File: src/rtl/mc_conunit_if.sv
// mc_conunit_if: IR fields, flags and memory handshakes into the control unit; strobes and mux selects out
interface mc_conunit_if #(
  parameter int OPW   = 6,
  parameter int FUNCW = 6
);
  logic [OPW-1:0]   op;
  logic [FUNCW-1:0] func;
  logic             z, v, imem_rdy, dmem_rdy, intr, ie;
  logic             pcwr, irwr, wreg, wmem, regrt, se, aluqb, reg2reg, wepc, wcau, inta;
  logic [1:0]       aluc, pcsrc;
  logic [4:0]       cause;
  logic [2:0]       state;
  modport master (
    output op, func, z, v, imem_rdy, dmem_rdy, intr, ie,
    input  pcwr, irwr, wreg, wmem, regrt, se, aluqb, reg2reg, wepc, wcau, inta, aluc, pcsrc, cause, state
  );
  modport slave (
    input  op, func, z, v, imem_rdy, dmem_rdy, intr, ie,
    output pcwr, irwr, wreg, wmem, regrt, se, aluqb, reg2reg, wepc, wcau, inta, aluc, pcsrc, cause, state
  );
endinterface

File: src/rtl/mc_conunit.sv
// mc_conunit: multi-cycle IF/ID/EX/MEM/WB control FSM with precise exceptions and interrupt acknowledge
module mc_conunit #(
  parameter int OPW     = 6,
  parameter int FUNCW   = 6,
  parameter int TMO     = 15,
  parameter int CNTW    = 4,
  parameter int INTR_EN = 1
) (
  input logic         clk,
  input logic         rst_n,
  mc_conunit_if.slave bus
);
  typedef enum logic [2:0] {S_IF = 3'd0, S_ID = 3'd1, S_EX = 3'd2, S_MEM = 3'd3, S_WB = 3'd4, S_EXC = 3'd5} state_t;
  state_t          state_q, state_d;
  logic [CNTW-1:0] cnt_q, cnt_d;
  logic [4:0]      cause_q, cause_d;
  logic            pcwr, irwr, wreg, wmem, wepc, wcau, inta;
  logic [1:0]      pcsrc;
  logic rt, i_add, i_sub, i_and, i_or, i_addi, i_andi, i_ori, i_lw, i_sw, i_beq, i_bne, i_j, legal, tmo, irq, taken;
  assign rt     = bus.op == '0;
  assign i_add  = rt && bus.func == FUNCW'(6'b100000);
  assign i_sub  = rt && bus.func == FUNCW'(6'b100010);
  assign i_and  = rt && bus.func == FUNCW'(6'b100100);
  assign i_or   = rt && bus.func == FUNCW'(6'b100101);
  assign i_addi = bus.op == OPW'(6'b001000);
  assign i_andi = bus.op == OPW'(6'b001100);
  assign i_ori  = bus.op == OPW'(6'b001101);
  assign i_lw   = bus.op == OPW'(6'b100011);
  assign i_sw   = bus.op == OPW'(6'b101011);
  assign i_beq  = bus.op == OPW'(6'b000100);
  assign i_bne  = bus.op == OPW'(6'b000101);
  assign i_j    = bus.op == OPW'(6'b000010);
  assign legal  = i_add | i_sub | i_and | i_or | i_addi | i_andi | i_ori | i_lw | i_sw | i_beq | i_bne | i_j;
  assign tmo    = cnt_q == CNTW'(TMO);
  assign irq    = (INTR_EN != 0) && bus.intr && bus.ie;
  assign taken  = (i_beq & bus.z) | (i_bne & ~bus.z);
  assign bus.regrt   = ~rt;
  assign bus.se      = ~(i_andi | i_ori);
  assign bus.aluqb   = i_addi | i_andi | i_ori | i_lw | i_sw;
  assign bus.aluc    = (i_sub | i_beq | i_bne) ? 2'b01 : (i_and | i_andi) ? 2'b10 : (i_or | i_ori) ? 2'b11 : 2'b00;
  assign bus.reg2reg = i_lw;
  always_comb begin
    state_d = state_q;
    cause_d = cause_q;
    {pcwr, irwr, wreg, wmem, wepc, wcau, inta} = '0;
    pcsrc = 2'b00;
    case (state_q)
      S_IF: begin
        if (irq) begin
          state_d = S_EXC;
          cause_d = 5'd0;
        end else if (bus.imem_rdy) begin
          {irwr, pcwr} = 2'b11;
          state_d = S_ID;
        end else if (tmo) begin
          state_d = S_EXC;
          cause_d = 5'd7;
        end
      end
      S_ID: begin
        state_d = i_j ? S_IF : legal ? S_EX : S_EXC;
        cause_d = legal ? cause_q : 5'd10;
        pcwr    = i_j;
        pcsrc   = i_j ? 2'b10 : 2'b00;
      end
      S_EX: begin
        if (i_beq | i_bne) begin
          pcwr    = taken;
          pcsrc   = taken ? 2'b01 : 2'b00;
          state_d = S_IF;
        end else if ((i_add | i_addi) & bus.v) begin
          state_d = S_EXC;
          cause_d = 5'd12;
        end else state_d = (i_lw | i_sw) ? S_MEM : S_WB;
      end
      S_MEM: begin
        wmem = i_sw & (bus.dmem_rdy | ~tmo);
        if (bus.dmem_rdy) state_d = i_sw ? S_IF : S_WB;
        else if (tmo) begin
          state_d = S_EXC;
          cause_d = 5'd7;
        end
      end
      S_WB: begin
        wreg    = 1'b1;
        state_d = S_IF;
      end
      S_EXC: begin
        {wepc, wcau, pcwr} = 3'b111;
        pcsrc   = 2'b11;
        inta    = (INTR_EN != 0) && cause_q == 5'd0;
        state_d = S_IF;
      end
      default: state_d = S_IF;
    endcase
    // only IF and MEM can hold their state, so this counts stall cycles there
    cnt_d = (state_d == state_q) ? cnt_q + CNTW'(1) : '0;
  end
  always_ff @(posedge clk or negedge rst_n) begin
    if (!rst_n) begin
      state_q <= S_IF;
      cnt_q   <= '0;
      cause_q <= '0;
    end else begin
      state_q <= state_d;
      cnt_q   <= cnt_d;
      cause_q <= cause_d;
    end
  end
  // gating with rst_n keeps strobes quiet while reset is held, even in IF with imem_rdy high
  assign bus.pcwr  = rst_n & pcwr;
  assign bus.irwr  = rst_n & irwr;
  assign bus.wreg  = rst_n & wreg;
  assign bus.wmem  = rst_n & wmem;
  assign bus.wepc  = rst_n & wepc;
  assign bus.wcau  = rst_n & wcau;
  assign bus.inta  = rst_n & inta;
  assign bus.pcsrc = pcsrc;
  assign bus.cause = (rst_n && state_q == S_EXC) ? cause_q : 5'd0;
  assign bus.state = state_q;
endmodule
File: src/flat_wrapper.sv
// flat-port wrapper written by rule: the top's interface ports become plain ports
module mc_conunit_flat 
#(
  parameter int OPW     = 6,
  parameter int FUNCW   = 6,
  parameter int TMO     = 15,
  parameter int CNTW    = 4,
  parameter int INTR_EN = 1
)
  (clk, rst_n, bus_op, bus_func, bus_z, bus_v, bus_imem_rdy, bus_dmem_rdy, bus_intr, bus_ie, bus_pcwr, bus_irwr, bus_wreg, bus_wmem, bus_regrt, bus_se, bus_aluqb, bus_reg2reg, bus_wepc, bus_wcau, bus_inta, bus_aluc, bus_pcsrc, bus_cause, bus_state);
  mc_conunit_if #(.OPW(OPW), .FUNCW(FUNCW)) bus_i ();
  input logic clk;
  input logic rst_n;
  input wire logic [$bits(bus_i.op)-1:0] bus_op;
  input wire logic [$bits(bus_i.func)-1:0] bus_func;
  input wire logic [$bits(bus_i.z)-1:0] bus_z;
  input wire logic [$bits(bus_i.v)-1:0] bus_v;
  input wire logic [$bits(bus_i.imem_rdy)-1:0] bus_imem_rdy;
  input wire logic [$bits(bus_i.dmem_rdy)-1:0] bus_dmem_rdy;
  input wire logic [$bits(bus_i.intr)-1:0] bus_intr;
  input wire logic [$bits(bus_i.ie)-1:0] bus_ie;
  output wire logic [$bits(bus_i.pcwr)-1:0] bus_pcwr;
  output wire logic [$bits(bus_i.irwr)-1:0] bus_irwr;
  output wire logic [$bits(bus_i.wreg)-1:0] bus_wreg;
  output wire logic [$bits(bus_i.wmem)-1:0] bus_wmem;
  output wire logic [$bits(bus_i.regrt)-1:0] bus_regrt;
  output wire logic [$bits(bus_i.se)-1:0] bus_se;
  output wire logic [$bits(bus_i.aluqb)-1:0] bus_aluqb;
  output wire logic [$bits(bus_i.reg2reg)-1:0] bus_reg2reg;
  output wire logic [$bits(bus_i.wepc)-1:0] bus_wepc;
  output wire logic [$bits(bus_i.wcau)-1:0] bus_wcau;
  output wire logic [$bits(bus_i.inta)-1:0] bus_inta;
  output wire logic [$bits(bus_i.aluc)-1:0] bus_aluc;
  output wire logic [$bits(bus_i.pcsrc)-1:0] bus_pcsrc;
  output wire logic [$bits(bus_i.cause)-1:0] bus_cause;
  output wire logic [$bits(bus_i.state)-1:0] bus_state;
  assign bus_i.op = bus_op;
  assign bus_i.func = bus_func;
  assign bus_i.z = bus_z;
  assign bus_i.v = bus_v;
  assign bus_i.imem_rdy = bus_imem_rdy;
  assign bus_i.dmem_rdy = bus_dmem_rdy;
  assign bus_i.intr = bus_intr;
  assign bus_i.ie = bus_ie;
  assign bus_pcwr = bus_i.pcwr;
  assign bus_irwr = bus_i.irwr;
  assign bus_wreg = bus_i.wreg;
  assign bus_wmem = bus_i.wmem;
  assign bus_regrt = bus_i.regrt;
  assign bus_se = bus_i.se;
  assign bus_aluqb = bus_i.aluqb;
  assign bus_reg2reg = bus_i.reg2reg;
  assign bus_wepc = bus_i.wepc;
  assign bus_wcau = bus_i.wcau;
  assign bus_inta = bus_i.inta;
  assign bus_aluc = bus_i.aluc;
  assign bus_pcsrc = bus_i.pcsrc;
  assign bus_cause = bus_i.cause;
  assign bus_state = bus_i.state;
  mc_conunit #(.OPW(OPW), .FUNCW(FUNCW), .TMO(TMO), .CNTW(CNTW), .INTR_EN(INTR_EN)) u_core (.clk(clk), .rst_n(rst_n), .bus(bus_i));
endmodule
File: config.mk
export PLATFORM = sky130hd
export DESIGN_NAME = mc_conunit_flat
export DESIGN_NICKNAME = d
export VERILOG_FILES = /design/src/rtl/mc_conunit_if.sv /design/src/rtl/mc_conunit.sv /design/src/flat_wrapper.sv
export SDC_FILE = /design/constraint.sdc
export NUM_CORES = 1
export LEC_CHECK = 0
export BUFFER_PORTS_ARGS = -buffer_cell sky130_fd_sc_hd__buf_2
export CAP_MARGIN = 0
export CORE_MARGIN = 2
export CORE_UTILIZATION = 40
export DETAILED_ROUTE_END_ITERATION = 7
export HOLD_SLACK_MARGIN = 0.03
export PLACE_DENSITY = 0.73
export SYNTH_ARGS = -nofsm -noshare
export SYNTH_HDL_FRONTEND = slang
export SYNTH_SLANG_ARGS = --single-unit
File: constraint.sdc
create_clock -name clk -period 1.7 [get_ports clk]
set_input_delay 0.085 -clock clk [delete_from_list [all_inputs] [get_ports clk]]
set_output_delay 0.085 -clock clk [all_outputs]
set_load 0.01 [all_outputs]
Word-level counts from Yosys, hierarchy flattened
Cells that the tools add are included.
Operators by class
  add/sub/neg operators: 1
  equality and inequality tests: 24
  muxes and demuxes: 37
  bitwise logic cells: 39
  reduce and logical (&&, ||, !) cells: 11
Operators by type and width (count)
  $mux 5: 8
  $eq 6x6->1 const B: 6
  $mux 3: 10
  $or 1x1->1: 25
  $pmux 5 s4: 1
  $eq 6x4->1 const B: 3
  $eq 6x3->1 const B: 2
  $pmux 3 s4: 1
  $and 1x1->1: 10
  $mux 2: 5
  $mux 1: 9
  $eq 3x2->1 const B: 2
  $eq 3x3->1 const B: 2
  $eq 6x2->1 const B: 1
  $logic_and 1x1->1: 6
  $logic_not 6->1: 1
  $ne 2x2->1 const B: 3
  $pmux 2 s3: 1
  $reduce_and 6->1: 1
  $logic_not 5->1: 1
  $add 4x1->4 const B: 1
  $eq 4x4->1 const B: 1
  $mux 4: 1
  $not 1->1: 4
  7 further kinds: 7
Storage, ports and cells
  register bits: 12
  logic and storage cells: 115

Logic depth before layout (Yosys ltp)
  depth after elaboration: 18
  gate-level depth with buffers: 7
  mapped depth without buffers: 7

Worst setup path before layout
OpenSTA, ideal clock, no wires.
  path kind: register to register
  start point: register u_core.cnt_q[0]
  end point: register u_core.cnt_q[3]
  library setup time: 71 ps
  arrival time: 1732 ps
  required time: 1629 ps
  path slack: -104 ps
  cell stages (with the launch flop): 8
  buffers on the path: 0
  clock period less this slack: 1804 ps
  path through: dfrtp_1 -> ha_1 -> nand3_1 -> a21oi_1 -> a221o_1 -> a211o_1 -> o2bb2a_4 -> nor2_1
On the way
  cells in the longest elaborated chain, start to end: 7
  elaborated cells on any way between the ends: 9
  those cells by class: 1 x add/sub; 2 x eq/ne; 6 x mux
RTL lines
  from (decl): RTL line mc_conunit.sv:15  | logic [CNTW-1:0] cnt_q, cnt_d;
  from (signal assigned): RTL line mc_conunit.sv:106  | cnt_q <= cnt_d;
  $eq 4x4->1 (*): RTL line mc_conunit.sv:34  | assign tmo = cnt_q == CNTW'(TMO);
  $mux 3 (*): RTL line mc_conunit.sv:55, mc_conunit.sv:79
  $mux 3: RTL line mc_conunit.sv:52  | end else if (bus.imem_rdy) begin
  $mux 3: RTL line mc_conunit.sv:49  | if (irq) begin
  $pmux 3 s4 (*): RTL line mc_conunit.sv:47  | case (state_q)
  via u_core.state_d[0]: RTL line mc_conunit.sv:14  | state_t state_q, state_d;
  $eq 3x3->1 (*): RTL line mc_conunit.sv:97  | cnt_d = (state_d == state_q) ? cnt_q + CNTW'(1) : '0;
  $mux 4 (*): RTL line mc_conunit.sv:97
  via u_core.cnt_d[3]: RTL line mc_conunit.sv:15
The timed path passes the listed nets; every way through them passes the cells marked *.
A chain may end at the register's enable or synchronous reset.

Worst setup path after layout
  start point: register u_core.cnt_q[0]
  end point: register u_core.cnt_q[1]
The elaborated chain is that of the path after synthesis.

==> run_results.csv <==
group,metric,value,unit
clock_network,clkSinkCount,12,
place,place.port_buffers,42,
logic_synthesis,ys.warnings.count,0,
layout,mostFrequentLayoutCell,"sky130_fd_sc_hd__buf_2",
place,weighted_congestion_reported_at_the_end_of_routability_driven_placement,0.966,
place,place.detailed.hpwl,2840,µm
logic_synthesis,synth_enable_flop_cells,0,
critical_path,crit_path_max_fanout,4,
logic_synthesis,synth_area,1130,µm²
floorplanning,io_pins,43,
power,power.leakage,0.799,nW
critical_path,reg2reg_from,"u_core.cnt_q[0]",
critical_path,critical_path_buffers_and_inverters,0,
global_routing,antenna_found_initial,0,
timing,timing_max_transition_violations_final,0,
timing,final.setup.tns,0,ns
clock_network,clkLatencyLatePin,0.28,ns
critical_path,cp.depth,7,
timing,hold_ws,0.175,ns
layout,stdcell_area,1690,µm²
drt,drtPass1Iterations,4,
flow_run,cap_violations,0,
logic_synthesis,yosys_most_used_dff,"sky130_fd_sc_hd__dfrtp_1",
logic_synthesis,synth_async_sr_flop_share,100,%
drt,drt-wirelength-per-cell,14.3,µm
critical_path,crit_path_end_kind,"register",
critical_path,critical_path.top_delay_family,"compound AO/OA/AOI/OAI gates",
global_routing,grt_start_max_net_pins,12,
clock_network,clock_tree_from_tritoncts,"done",
layout,flow.area_growth_from_synthesis,48.6,%
timing,max_slew_headroom,77.9,%
drt,avgViaCountPerCell,5.73,
critical_path,crit_path_end,"u_core.cnt_q[1]",
run_status,run_status,"finished, final reports clean",
timing,min_period_over_period,99.4,%
hold_path,holdCritPathClass,"primary input to async pin",
timing,setup_ws,0.0106,ns
logic_synthesis,yosys.area.top_type_share,26.5,%
critical_path,worst_r2r_path_depth,7,
global_routing,wire_length_of_the_first_global_routing_pass,5820,µm
critical_path,critPathLaunchType,"register",
floorplanning,core_area,2730,µm²
clock_network,cts-root-buf,"sky130_fd_sc_hd__clkbuf_4",
logic_synthesis,synth.ff_latch_count,12,
power,power.ir.vdd_worst,0.653,mV
timing,setup-violations-final,0,
power,p_total,0.00185,W
critical_path,delay_contributed_by_the_slowest_stage_of_the_critical_path,0.39,ns
layout,num_antenna_cells,0,
critical_path,reg2reg_to,"u_core.cnt_q[1]",
layout,fill_cells,264,
place,preCtsSetupSlack,-0.0297,ns
floorplanning,floorplan.die_area,3280,µm²
global_routing,globalRouteTotalUtil,22.1,%
layout,drive_above_1_share,45.4,%
logic_synthesis,synthesis.nets,171,
drt,final_antenna_net_count,0,
logic_synthesis,post_synth_main_area_contributors,"sky130_fd_sc_hd__dfrtp_1, sky130_fd_sc_hd__nor2_1, sky130_fd_sc_hd__a21oi_1, sky130_fd_sc_hd__nand3_1, sky130_fd_sc_hd__nand2_1",
layout,num-nets-final,238,
logic_synthesis,post_synth.cell_area_avg,7.57,µm²
critical_path,crit_slowest_cell,"sky130_fd_sc_hd__dfrtp_1",
timing,tightestPinTransition,0.328,ns
critical_path,path_cells,"ha_2 -> nand3_4 -> a21oi_2 -> a221o_1 -> a211o_1 -> o2bb2a_4 -> nor2b_2",
floorplanning,initial_core_util,41.5,%
clock_network,clk_pin_slew,0.08,ns
logic_synthesis,postSynthCellCount,150,
timing,grt_setup_unrepaired,"yes",
place,post_dp_cell_area,1530,µm²
clock_network,cts-buffers-inserted,3,
critical_path,reg2reg_setup_slack,0.01,ns
drt,dr_total_vias,1416,
floorplanning,die_height,57.3,µm
critical_path,worst-setup-path-type,"register to register",
critical_path,worst_ep_required_time,1.92,ns
drt,drc_errors,0,
critical_path,worst_ep_arrival_time,1.91,ns
logic_synthesis,synth.distinct_cells,43,
floorplanning,die-width,57.3,µm
drt,totalWireLength,3540,µm
clock_network,cts_max_path_buffers,2,
power,powerDensity,1100,nW/µm²
logic_synthesis,register_area_share_after_synthesis,26.5,%
critical_path,crit_start,"u_core.cnt_q[0]",
timing,worst_clock_skew,0.00813,ns
timing,clock.fmax,0.592,GHz
clock_network,ctsHtreeMaxLevel,1,
floorplanning,floorplan.rows,19,
drt,drt_iter0_markers,40,
global_routing,number_of_global_route_vias_before_repair,1341,
timing,period_minus_slack,1.69,ns
logic_synthesis,synth_largest_area_cell,"sky130_fd_sc_hd__dfrtp_1",
layout,layout_common_cells,"sky130_fd_sc_hd__buf_2, sky130_fd_sc_hd__buf_4, sky130_fd_sc_hd__nor2_1, sky130_fd_sc_hd__nand2_1, sky130_fd_sc_hd__a21oi_1",
global_routing,globalRouteOverflowTotal,0,
timing,timing_hold_violations_final,0,
## registers in the layout, summed over array words and instances (netlist names)
register / count
u_core.cause_q: 5
u_core.cnt_q: 4
u_core.bus.state: 3
## report_power, final
group          switching, W  total [W]  internal, W
combinational      0.000583    0.00118     0.000599
sequential        0.0000842   0.000443     0.000359
clock             0.0000985   0.000229     0.000130
total              0.000766    0.00185      0.00109
## cell type report
cell class                      instances  area (µm²)  area share, %
Inverter                                3        11.3          0.668
Clock buffer                            4        36.3           2.15
Timing Repair Buffer                   68         415           24.6
Tap cell                               31        38.8           2.30
Multi-Input combinational cell        129         881           52.2
Sequential cell                        12         304           18.0
## per-layer routing
layer  track usage [%]  up-vias  part of all wire [%]
li1                  -      691                     -
met1              26.5      662                    40
met2              40.2       57                    52
met3              2.49        6                   6.1
met4              8.31        0                   1.3
met5                 0        -                     0
## kinds of logic after synthesis
kind of cell,synth area share [%]
compound gates,24.4
xor+xnor,2.32
fa+ha+maj,1.10
buf+inv,3.42
flops,26.5
mux,0.992
simple gates,41.3
## worst register-to-register path: cells and delay by family (launching register included)
family / cells / cell delay (ns)
AO/OA/AOI/OAI: 4 / 0.86
flip-flops: 1 / 0.39
adder cells (fa/ha/maj): 1 / 0.21
AND/OR/NAND/NOR: 2 / 0.17
## worst min path at each step
stage                     cells past startpoint                   to  startpoint
after floorplan                               0  u_core.bus.state[0]       rst_n
after global placement                        1    u_core.cause_q[1]       rst_n
after detailed placement                      1    u_core.cause_q[0]       rst_n
after CTS                                     2    u_core.cause_q[0]       rst_n
after global routing                          2    u_core.cause_q[1]       rst_n
final                                         2    u_core.cause_q[1]       rst_n
## stage by stage
| step | cells | util (%) |
|---|---|---|
| 6_report | 247 | 61.7 |
| 2_1_floorplan | 150 | - |
| 3_3_place_gp | 238 | 55.9 |
| 5_1_grt | 247 | 61.7 |
| 4_1_cts | 245 | 58.6 |
| 3_5_place_dp | 238 | 55.9 |
## cells in the mapped netlist, types with 3 or more instances
| library cell | count |
|---|---|
| sky130_fd_sc_hd__and3_1 | 7 |
| sky130_fd_sc_hd__nand2b_1 | 3 |
| sky130_fd_sc_hd__a211o_1 | 3 |
| sky130_fd_sc_hd__o21ai_0 | 8 |
| sky130_fd_sc_hd__and2_1 | 6 |
| sky130_fd_sc_hd__nor2b_1 | 4 |
| sky130_fd_sc_hd__nor2_1 | 19 |
| sky130_fd_sc_hd__nand3_1 | 10 |
| sky130_fd_sc_hd__a21oi_1 | 11 |
| sky130_fd_sc_hd__nand4b_1 | 4 |
| sky130_fd_sc_hd__clkbuf_1 | 4 |
| sky130_fd_sc_hd__a31oi_1 | 4 |
| sky130_fd_sc_hd__nand2_1 | 13 |
| sky130_fd_sc_hd__dfrtp_1 | 12 |
| sky130_fd_sc_hd__nand4_1 | 4 |
| sky130_fd_sc_hd__nor3b_1 | 3 |
| sky130_fd_sc_hd__inv_1 | 3 |
## repair_timing
action | in CTS | in global routing
hold buffers | 1 | 0
pin swaps | 1 | 7
resized for setup | 6 | 19
endpoints found under the setup margin | 12 | 16
endpoints found under the hold margin | 12 | 0
setup buffers | 2 | 2
No activity file was read; power rests on OpenSTA's default activity.
